### src/rtl/uart_rx_buffer.sv
// UART receiver feeding a show-ahead circular FIFO, with sticky parity, framing
// and overflow flags. Every sample is taken mid-bit, timed from the start edge.
module uart_rx_buffer #(
    parameter int G_CLOCK_FREQ        = 20000000,
    parameter int G_BAUDRATE          = 2000000,
    parameter int G_DATA_WIDTH        = 8,
    parameter int G_PARITY            = 0,
    parameter int G_STOP_BIT_NUMBER   = 1,
    parameter int G_FIRST_BIT         = 0,
    parameter int G_POLARITY          = 1,
    parameter int G_BUFFER_ADDR_WIDTH = 4
) (
    input  logic                           clk,
    input  logic                           rst_n,
    input  logic                           i_rx,
    input  logic                           i_rd_en,
    input  logic                           i_clr,
    output logic [G_DATA_WIDTH-1:0]        o_rx_data,
    output logic                           o_rx_valid,
    output logic [G_BUFFER_ADDR_WIDTH:0]   o_fifo_count,
    output logic                           o_full,
    output logic                           o_parity_err,
    output logic                           o_frame_err,
    output logic                           o_overflow,
    output logic                           o_busy
);

    localparam int N     = G_CLOCK_FREQ / G_BAUDRATE;
    localparam int CW    = $clog2(N);
    localparam int IW    = $clog2(G_DATA_WIDTH + 1);
    localparam int AW    = G_BUFFER_ADDR_WIDTH;
    localparam int DEPTH = 2 ** AW;

    localparam logic [CW-1:0] HALF_C     = CW'(N / 2);
    localparam logic [CW-1:0] LAST_C     = CW'(N - 1);
    localparam logic [IW-1:0] DATA_LAST  = IW'(G_DATA_WIDTH - 1);
    localparam logic [IW-1:0] STOP_LAST  = IW'(G_STOP_BIT_NUMBER - 1);
    localparam logic [AW:0]   DEPTH_C    = (AW + 1)'(DEPTH);
    localparam logic          IDLE_LVL   = (G_POLARITY != 0);
    localparam logic          ODD_PARITY = (G_PARITY == 1);

    typedef enum logic [2:0] {
        S_IDLE,
        S_START,
        S_DATA,
        S_PARITY,
        S_STOP
    } state_t;

    state_t                    state_reg;
    logic [1:0]                sync_reg;
    logic                      line;
    logic                      line_prev_reg;
    logic [CW-1:0]             cnt_reg;
    logic [IW-1:0]             idx_reg;
    logic [G_DATA_WIDTH-1:0]   shift_reg;
    logic                      frame_bad_reg;
    logic                      par_bad_reg;
    logic                      commit_reg;

    logic [G_DATA_WIDTH-1:0]   mem [DEPTH];
    logic [AW-1:0]             rd_ptr_reg;
    logic [AW-1:0]             wr_ptr_reg;
    logic [AW:0]               count_reg;
    logic                      parity_err_reg;
    logic                      frame_err_reg;
    logic                      overflow_reg;

    logic                      pop;
    logic                      wr_req;
    logic                      full_after_pop;
    logic                      do_write;

    // Synchronizer idles at the raw line level so reset never fakes a start edge.
    always_ff @(posedge clk or negedge rst_n) begin
        if (!rst_n) begin
            sync_reg <= {2{IDLE_LVL}};
        end else begin
            sync_reg <= {sync_reg[0], i_rx};
        end
    end

    assign line = sync_reg[1] ^ ~IDLE_LVL;

    always_ff @(posedge clk or negedge rst_n) begin
        if (!rst_n) begin
            state_reg     <= S_IDLE;
            line_prev_reg <= 1'b1;
            cnt_reg       <= '0;
            idx_reg       <= '0;
            shift_reg     <= '0;
            frame_bad_reg <= 1'b0;
            par_bad_reg   <= 1'b0;
            commit_reg    <= 1'b0;
        end else begin
            line_prev_reg <= line;
            commit_reg    <= 1'b0;
            cnt_reg       <= cnt_reg + 1'b1;
            case (state_reg)
                S_IDLE: begin
                    cnt_reg <= '0;
                    if (line_prev_reg && !line) begin
                        state_reg     <= S_START;
                        idx_reg       <= '0;
                        frame_bad_reg <= 1'b0;
                        par_bad_reg   <= 1'b0;
                    end
                end
                S_START: begin
                    // Restarting the counter here puts later samples at mid-bit.
                    if (cnt_reg == HALF_C) begin
                        cnt_reg   <= '0;
                        state_reg <= line ? S_IDLE : S_DATA;
                    end
                end
                S_DATA: begin
                    if (cnt_reg == LAST_C) begin
                        cnt_reg <= '0;
                        if (G_FIRST_BIT == 0) begin
                            shift_reg <= {line, shift_reg[G_DATA_WIDTH-1:1]};
                        end else begin
                            shift_reg <= {shift_reg[G_DATA_WIDTH-2:0], line};
                        end
                        if (idx_reg == DATA_LAST) begin
                            idx_reg   <= '0;
                            state_reg <= (G_PARITY != 0) ? S_PARITY : S_STOP;
                        end else begin
                            idx_reg <= idx_reg + 1'b1;
                        end
                    end
                end
                S_PARITY: begin
                    if (cnt_reg == LAST_C) begin
                        cnt_reg     <= '0;
                        par_bad_reg <= ((^shift_reg) ^ line) != ODD_PARITY;
                        state_reg   <= S_STOP;
                    end
                end
                S_STOP: begin
                    if (cnt_reg == LAST_C) begin
                        cnt_reg <= '0;
                        if (!line) begin
                            frame_bad_reg <= 1'b1;
                        end
                        if (idx_reg == STOP_LAST) begin
                            idx_reg    <= '0;
                            state_reg  <= S_IDLE;
                            commit_reg <= 1'b1;
                        end else begin
                            idx_reg <= idx_reg + 1'b1;
                        end
                    end
                end
                default: state_reg <= S_IDLE;
            endcase
        end
    end

    // Full check is made after this cycle's pop so a simultaneous read frees a slot.
    assign pop            = i_rd_en && (count_reg != '0);
    assign wr_req         = commit_reg && !frame_bad_reg;
    assign full_after_pop = (count_reg == DEPTH_C) && !pop;
    assign do_write       = wr_req && !full_after_pop && !i_clr;

    always_ff @(posedge clk) begin
        if (do_write) begin
            mem[wr_ptr_reg] <= shift_reg;
        end
    end

    always_ff @(posedge clk or negedge rst_n) begin
        if (!rst_n) begin
            rd_ptr_reg     <= '0;
            wr_ptr_reg     <= '0;
            count_reg      <= '0;
            parity_err_reg <= 1'b0;
            frame_err_reg  <= 1'b0;
            overflow_reg   <= 1'b0;
        end else if (i_clr) begin
            rd_ptr_reg     <= '0;
            wr_ptr_reg     <= '0;
            count_reg      <= '0;
            parity_err_reg <= 1'b0;
            frame_err_reg  <= 1'b0;
            overflow_reg   <= 1'b0;
        end else begin
            if (pop) begin
                rd_ptr_reg <= rd_ptr_reg + 1'b1;
            end
            if (do_write) begin
                wr_ptr_reg <= wr_ptr_reg + 1'b1;
            end
            case ({do_write, pop})
                2'b10:   count_reg <= count_reg + 1'b1;
                2'b01:   count_reg <= count_reg - 1'b1;
                default: count_reg <= count_reg;
            endcase
            if (commit_reg && frame_bad_reg) begin
                frame_err_reg <= 1'b1;
            end
            if (wr_req && par_bad_reg) begin
                parity_err_reg <= 1'b1;
            end
            if (wr_req && full_after_pop) begin
                overflow_reg <= 1'b1;
            end
        end
    end

    assign o_rx_valid   = (count_reg != '0);
    assign o_rx_data    = o_rx_valid ? mem[rd_ptr_reg] : '0;
    assign o_fifo_count = count_reg;
    assign o_full       = (count_reg == DEPTH_C);
    assign o_parity_err = parity_err_reg;
    assign o_frame_err  = frame_err_reg;
    assign o_overflow   = overflow_reg;
    assign o_busy       = (state_reg != S_IDLE);

endmodule

### config.mk
export PLATFORM = sky130hd
export DESIGN_NAME = uart_rx_buffer
export DESIGN_NICKNAME = d
export VERILOG_FILES = /design/src/rtl/uart_rx_buffer.sv
export SDC_FILE = /design/constraint.sdc
export NUM_CORES = 1
export LEC_CHECK = 0
export ABC_AREA = 1
export ABC_CLOCK_PERIOD_IN_PS = 4000
export CAP_MARGIN = 30
export CORE_ASPECT_RATIO = 0.7
export CORE_UTILIZATION = 41
export CTS_CLUSTER_SIZE = 8
export DETAILED_ROUTE_END_ITERATION = 16
export SETUP_SLACK_MARGIN = 0.05
export SYNTH_ARGS = -nofsm -noshare
export SYNTH_HDL_FRONTEND = slang
export SYNTH_SLANG_ARGS = --single-unit
### constraint.sdc
create_clock -name clk -period 4 [get_ports clk]
set_input_delay 0.6 -clock clk [delete_from_list [all_inputs] [get_ports clk]]
set_output_delay 0.6 -clock clk [all_outputs]
set_load 0.02 [all_outputs]
### Word level (Yosys, flattened, before mapping)

Memories as Yosys holds them, arrays and structs flattened.
Cells that the tools add are included.

| operators by class | value |
|---|---|
| reduce and logical (&&, ||, !) cells | 34 |
| bitwise logic cells | 1 |
| eq/ne operators | 18 |
| muxes and demuxes | 42 |
| add/subtract/negate cells | 6 |

Operator list:

| kind | count |
|---|---|
| $mux 4 | 11 |
| $pmux 4 s3 | 2 |
| $mux 3 | 7 |
| $add 4x1->4 const B | 4 |
| $ne 2x2->1 const B | 8 |
| $mux 1 | 15 |
| $pmux 3 s5 | 1 |
| $reduce_bool 2->1 | 7 |
| $pmux 5 s2 | 1 |
| $logic_and 1x1->1 | 9 |
| $reduce_bool 3->1 | 3 |
| $eq 4x3->1 const B | 2 |
| $mux 8 | 1 |
| $reduce_and 4->1 | 2 |
| $reduce_xor 8->1 | 1 |
| $reduce_and 7->1 | 1 |
| $eq 3x2->1 const B | 2 |
| $add 5x1->5 const B | 1 |
| $eq 5x5->1 const B | 1 |
| $logic_not 1->1 | 5 |
| $mux 5 | 1 |
| $reduce_bool 5->1 | 1 |
| $sub 5x1->5 const B | 1 |
| $eq 4x4->1 const B | 1 |
| 12 further kinds | 13 |

| word-level totals | value |
|---|---|
| logic and storage cells | 117 |
| bits in writable memories | 128 |
| register bits after elaboration | 41 |
| memories | 1 |
| input bits | 5 |
| output and inout port bits | 19 |

Memories:

| memory | words | width | rd ports | clocked after memory_dff | write ports | RTL line | text |
|---|---|---|---|---|---|---|---|
| mem | 16 | 8 | 1 | 0 | 1 | 61 | `logic [G_DATA_WIDTH-1:0] mem [DEPTH];` |

### Depth between registers and ports, before layout

Gate-level depths: netlist of the first run.

| logic depth | value |
|---|---|
| depth in word-level cells | 10 |
| gate-level depth with buffers | 16 |
| depth with buffers taken out | 16 |

### Worst setup path before layout of the first run

Ideal clock, no wire load.

| path | value |
|---|---|
| path type | in2reg |
| start point | in i_clr |
| end point | mem mem[0][0], enable pin |
| buffers on the path | 1 |
| data required time | 3617 ps |
| data arrival time | 1815 ps |
| cell stages on the path | 6 |
| setup time | 383 ps |
| path slack | 1801 ps |
| cell sequence | buf_2 inv_2 nand3_4 inv_1 nand2_1 nor3_1 |

| on the way | value |
|---|---|
| cells in the longest elaborated chain, start to end | 4 |

Ends and longest elaborated chain:

| what | RTL line | text |
|---|---|---|
| start, declared | 17 | `input logic i_clr,` |
| $logic_not 1->1 | 163 | `assign do_write = wr_req && !full_after_pop && !i_clr;` |
| $logic_and 1x1->1 | 163 |  |
| $mux 1 | 166 | `if (do_write) begin` |
| $mux 1 (implied by the code) | 167 | `mem[wr_ptr_reg] <= shift_reg;` |
| end, declared | 61 |  |

Every way passes these cells.

### Worst setup path after layout of the first run

| path | value |
|---|---|
| start point | reg rd_ptr_reg[1] |
| end point | out o_rx_data[4] |

| on the way | value |
|---|---|
| cells in the longest elaborated chain, start to end | 2 |

Ends and longest elaborated chain:

| what | RTL line | text |
|---|---|---|
| start, declared | 62 | `logic [AW-1:0] rd_ptr_reg;` |
| start signal, assigned | 188 | `rd_ptr_reg <= rd_ptr_reg + 1'b1;` |
| $mem_v2 16x8 | -- |  |
| $mux 8 | 211 | `assign o_rx_data = o_rx_valid ? mem[rd_ptr_reg] : '0;` |
| end, declared | 18 | `output logic [G_DATA_WIDTH-1:0] o_rx_data,` |

Every way passes these cells.

==> flow_metrics.py, run 1 <==
metrics = {
    "status": {
        "outcome": "finished clean",
    },
    "grt": {
        "grt_pass1_wl_um": 27600,
        "track_usage_pct": 20.3,
        "grt_max_degree": 67,
        "antenna_found_initial": 0,
        "grt_pass1_vias": 4859,
        "gr-total-overflow": 0,
    },
    "floorplan": {
        "die_area_um2": 18400,
        "coreArea_um2": 17300,
        "die_w_um": 162,
        "dieHeight_um": 114,
        "io_pins": 24,
        "start_util_pct": 42.3,
        "rows": 40,
    },
    "setup_path": {
        "start_kind": "flip-flop",
        "worstReg2RegStart": "o_fifo_count[2]",
        "worstPathMaxFanout": 18,
        "critPathCaptureType": "output pin",
        "worstSetupStartpoint": "rd_ptr_reg[1]",
        "critical_path_class": "reg2out",
        "required_ps": 3400,
        "arrival_ps": 3110,
    },
    "sta": {
        "fmax_mhz": 269,
        "fin_skew_ps": 8.34,
        "whs_ps": 130,
        "slew_viol_final": 0,
        "period_minus_slack_ps": 3710,
        "finalSetupViolCount": 0,
        "period_share_pct": 92.8,
        "finalHoldViolCount": 0,
        "fin_tns_setup_ps": 0,
        "relSlewSlack_pct": 39.9,
        "setup_slack_ps": 287,
        "worst_slew_pin_slew_ps": 902,
        "rsz0062_at_grt": "no",
    },
    "logic_synthesis": {
        "async_flop_share_pct": 24.3,
        "syn_avg_cell_area_um2": 11.5,
        "netlist_instances": 638,
        "synth_seq_cells": 169,
        "synth_edf_count": 128,
        "ys_types": 44,
        "synth_ff_type": "edfxtp_1",
        "ys_seq_area_share_pct": 66.5,
        "syn-cell-area_um2": 7320,
        "yosys_warnings": 0,
        "syn-num-nets": 654,
    },
    "clocking": {
        "hold_buffers": 0,
        "root_buffer": "clkbuf_16",
        "post_cts_buffers": 0,
        "cts_buffers": 17,
        "ctsResizeCount": 0,
        "clk_pin_slew_ps": 70,
        "cts_tree": "yes",
        "cts_sinks": 169,
        "cts_max_path_buffers": 2,
        "htree_levels": 4,
        "insertion_delay_ps": 430,
    },
    "routing": {
        "avgViaCountPerCell": 5.44,
        "drt_iter0_drc": 411,
        "drc": 0,
        "drt-total-wl_um": 17400,
        "ant_nets": 0,
        "drtPass1Iterations": 7,
        "avgRoutedWirePerCell_um": 19.0,
        "vias": 4970,
    },
    "finish": {
        "final-seq-area_um2": 4870,
        "drive_gt1_share_pct": 11.7,
        "largest_register_ffs": 128,
        "nNetsFinal": 686,
        "diodes": 0,
        "area_delta_synth_final_pct": 15.0,
        "multi_input_area_um2": 2120,
        "fillers": 1541,
        "final_core_util_pct": 48.7,
    },
    "placement": {
        "gp_congestion": 0.882,
        "hpwl_um": 11300,
        "io_buffers": 23,
        "pre_cts_ws_ps": 831,
    },
    "pwr": {
        "p_leak_nw": 2.81,
        "p_per_area_nw_per_um2": 592,
        "ir_worst_vdd_uv": 279,
    },
    "job": {
        "drv_cap": 0,
    },
    "worst_hold_path": {
        "hold_path_class": "in2async",
    },
}
## report_power, final
group          internal [mW]  leakage, nW  switching [mW]
logic                  0.477         1.10           0.863
registers               1.94         1.43           0.104
clock network          0.883        0.287           0.723
total                   3.30         2.81            1.69
## critical path, cell delays in order, from the launching register on
cell	delay, ps
dfrtp_1	780
buf_4	350
o21ai_0	120
o221ai_1	430
nand3_1	120
a21oi_1	230
clkdlybuf4s50_1	640
## worst paths after layout
kind / endpoint / slack [ps] / cells past startpoint
max: o_rx_data[4] / 290 / 6
min: idx_reg[3] / 130 / 2
max reg2reg: mem[3][4] / 1850 / 6
min reg2reg: sync_reg[1] / 360 / 0
max in group asynchronous: line_prev_reg / 3610 / 2
min in group clk: sync_reg[1] / 360 / 0
## cells by family after synthesis
family                     count (synthesis)  share of synthesized area [%]
buffers and inverters                     80                           4.54
adders and majority gates                 11                           1.88
xor gates and xnor gates                  10                           1.20
AOI/OAI and AO/OA                        150                           12.0
muxes                                      1                          0.154
DFF                                      169                           66.5
and+or+nand+nor                          217                           13.7
## synthesized netlist by cell type, types with 6 or more instances
cell / n / area share [%]
nand2_2: 6 / 0.51
inv_2: 6 / 0.31
nand2_1: 47 / 2.4
a21oi_1: 19 / 1.3
clkbuf_1: 13 / 0.67
o21ai_0: 89 / 6.1
o22ai_1: 9 / 0.77
inv_1: 46 / 2.4
edfxtp_1: 128 / 52
o221ai_1: 24 / 2.9
nor2_1: 105 / 5.4
buf_2: 9 / 0.61
nand3_1: 29 / 2.0
dfrtp_1: 38 / 13
xnor2_1: 8 / 0.96
ha_1: 11 / 1.9
nor3_1: 14 / 0.96
## stage by stage
stage / instance area [um^2] / cells / power (mW)
after detailed placement: 7830 / 881 / 3.41
after global routing: 8430 / 914 / 5.22
after floorplan: 7320 / 638 / 2.94
after CTS: 8410 / 913 / 5.00
after global placement: 7830 / 881 / 3.36
final: 8430 / 914 / 4.99
## cells in the final DEF, fill, tap and decap left out, types with 6 or more instances in the layout
master / synthesis / final
buf_4: 3 / 15
nand3_1: 29 / 29
clkdlybuf4s50_1: 0 / 22
nor3_1: 14 / 14
nand2_1: 47 / 47
o21ai_0: 89 / 89
o221ai_1: 24 / 24
nor2_1: 105 / 105
xnor2_1: 8 / 8
nand2_2: 6 / 6
dfrtp_1: 38 / 37
inv_2: 6 / 6
ha_1: 11 / 11
edfxtp_1: 128 / 128
inv_1: 46 / 46
clkbuf_16: 0 / 18
o22ai_1: 9 / 9
a21oi_1: 19 / 19
## metal layers
metal	up-vias	GRT usage, %	part of all wire, %
li1	2333	-	-
met5	-	0	0
met4	0	6.29	1.2
met3	21	4.80	7.0
met2	161	31.4	46
met1	2455	28.3	46
## cell type report
type	count	area share (%)
inverters	54	2.44
clock inverters	12	1.22
well taps	231	3.43
clock buffers	20	5.67
flip-flops and latches	169	57.9
multi-input cells	389	25.1
repair buffers	39	4.25
No activity file was read; power rests on OpenSTA's default activity.
==> inputs of run 2 (changes only) <==
--- a/config.mk
+++ b/config.mk
@@ -12,6 +12,8 @@
 export CORE_UTILIZATION = 41
 export CTS_CLUSTER_SIZE = 8
 export DETAILED_ROUTE_END_ITERATION = 16
+export MAX_ROUTING_LAYER = met4
+export REMOVE_ABC_BUFFERS = 1
 export SETUP_SLACK_MARGIN = 0.05
 export SYNTH_ARGS = -nofsm -noshare
 export SYNTH_HDL_FRONTEND = slang
==> flow_metrics.py, run 2 (synthesis gave the netlist of run 1 again) <==
metrics = {
    "pwr": {
        "ir_worst_vdd_uv": 270,
        "comb_power_share_pct": 27.6,
        "p_int_mw": 3.26,
        "p_leak_nw": 2.81,
        "p_per_area_nw_per_um2": 579,
        "p_seq_share_pct": 41.4,
        "swShare_pct": 33.0,
        "power.total_mw": 4.87,
        "power.switching_mw": 1.61,
        "clock_power_share_pct": 30.9,
    },
    "setup_path": {
        "worstPathMaxFanout": 30,
        "critPathCaptureType": "output pin",
        "worstReg2RegStart": "frame_bad_reg",
        "rrSetupSlack_ps": 1790,
        "r2r-end": "mem[3][6]",
        "start_kind": "flip-flop",
        "arrival_ps": 2900,
        "reg2reg_depth": 5,
        "required_ps": 3400,
        "critical_path_class": "reg2out",
    },
    "grt": {
        "use_met1_pct": 27.6,
        "track_usage_pct": 19.7,
        "grt_pass1_vias": 4722,
        "antenna_found_initial": 0,
        "grt_pass1_wl_um": 26300,
        "gr-total-overflow": 0,
        "grt_use_met2_pct": 28.6,
        "grt_util_met3_pct": 5.27,
        "grt_max_degree": 67,
        "grt.busiest_layer": "met2",
    },
    "finish": {
        "mostFrequentLayoutCells": "edfxtp_1 (128), nor2_1 (105), o21ai_0 (89), nand2_1 (47), inv_1 (46)",
        "drive_gt1_share_pct": 11.4,
        "fillers": 1545,
        "area_delta_synth_final_pct": 14.9,
        "nNetsFinal": 690,
        "final_area_um2": 8410,
        "largest_register_ffs": 128,
        "final_common_cell": "edfxtp_1",
        "diodes": 0,
    },
    "routing": {
        "drc": 0,
        "drt-total-wl_um": 16400,
        "drt_iter0_drc": 456,
        "avgViaCountPerCell": 5.32,
        "avgRoutedWirePerCell_um": 17.9,
        "vias": 4886,
        "drtPass1Iterations": 6,
        "ant_nets": 0,
    },
    "job": {
        "drv_cap": 0,
    },
    "clocking": {
        "insertion_delay_ps": 420,
        "hold_buffers": 0,
        "ctsResizeCount": 0,
        "htree_levels": 4,
        "root_buffer": "clkbuf_16",
        "clk_pin_slew_ps": 60,
        "cts_buffers": 17,
        "post_cts_buffers": 0,
        "cts_max_path_buffers": 2,
        "cts_sinks": 169,
        "cts_tree": "yes",
    },
    "sta": {
        "finalSetupViolCount": 0,
        "fin_skew_ps": 5.50,
        "relSlewSlack_pct": 34.9,
        "fmax_mhz": 286,
        "worst_slew_pin_slew_ps": 973,
        "finalHoldViolCount": 0,
        "period_share_pct": 87.4,
        "slew_viol_final": 0,
        "rsz0062_at_grt": "no",
        "period_minus_slack_ps": 3500,
        "fin_tns_setup_ps": 0,
    },
    "worst_hold_path": {
        "hold_path_class": "reg2reg",
        "min_to": "sync_reg[1]",
        "hold_depth": 0,
        "min_from": "sync_reg[0]",
    },
    "placement": {
        "gp_congestion": 0.882,
        "io_buffers": 23,
        "placed_area_um2": 7850,
        "hpwl_um": 10600,
    },
    "floorplan": {
        "io_pins": 24,
        "coreArea_um2": 17300,
        "die_area_um2": 18400,
        "rows": 40,
        "die_w_um": 162,
        "dieHeight_um": 114,
        "start_util_pct": 42.3,
    },
    "status": {
        "outcome": "finished clean",
    },
}
[run 2: cell types whose count changed in the layout (fill, tap and decap cells not counted), moves of 2 or more]
cell,previous run,this run
buf_4,15,18
clkbuf_8,2,0
clkinv_1,1,5
clkinv_2,1,4
clkinv_4,3,1
inv_6,4,2
inv_8,2,0
[run 2: how the worst max path moves through the flow]
stage	slack (ps)	start	end	cells after the start
after floorplan	900	rd_ptr_reg[0]	o_rx_data[0]	7
after global routing	330	rd_ptr_reg[0]	o_rx_data[2]	9
after CTS	520	rd_ptr_reg[0]	o_rx_data[0]	9
final	500	rd_ptr_reg[0]	o_rx_data[2]	9
after global placement	1000	rd_ptr_reg[0]	o_rx_data[4]	7
after detailed placement	980	rd_ptr_reg[0]	o_rx_data[0]	9
[run 2: metrics by stage]
step | hold slack, ps | util (%) | setup slack, ps | std cells
floorplan | 304 | - | 904 | 612
global placement | 347 | 45.3 | 999 | 884
detailed placement | 347 | 45.3 | 984 | 884
CTS | 353 | 48.4 | 517 | 916
global route | 358 | 48.6 | 327 | 918
finish | 356 | 48.6 | 505 | 918
[run 2: critical path, cell delays in order, from the launching register on]
cell and delay (ps):
dfrtp_2 400, inv_2 270, buf_4 390, o21ai_0 130, o22ai_1 140, nor2_1 60, nor2_1 90, o21ai_0 170
a21oi_1 180, clkdlybuf4s50_1 620
[run 2: area by class of cell]
class | count | area, um^2 | share of cell area (%)
well taps | 231 | 289 | 3.44
repair buffers | 43 | 390 | 4.64
clock buffers | 18 | 429 | 5.10
inverters | 54 | 205 | 2.44
clock inverters | 14 | 106 | 1.26
multi-input cells | 389 | 2120 | 25.2
flip-flops and latches | 169 | 4870 | 57.9
[run 2: power groups by stage]
stage	registers (mW)	clock network, mW	logic (mW)
3_5_place_dp	2.05	0	1.34
3_3_place_gp	2.05	0	1.32
2_1_floorplan	2.11	0	0.781
6_report	2.02	1.51	1.35
5_1_grt	2.03	1.60	1.47
4_1_cts	2.02	1.53	1.34
[run 2: metal layers]
layer	vias to the layer above	share of wire (%)
met5	-	0
met4	0	0.66
met3	14	7.0
met2	154	45
met1	2384	47
li1	2334	-
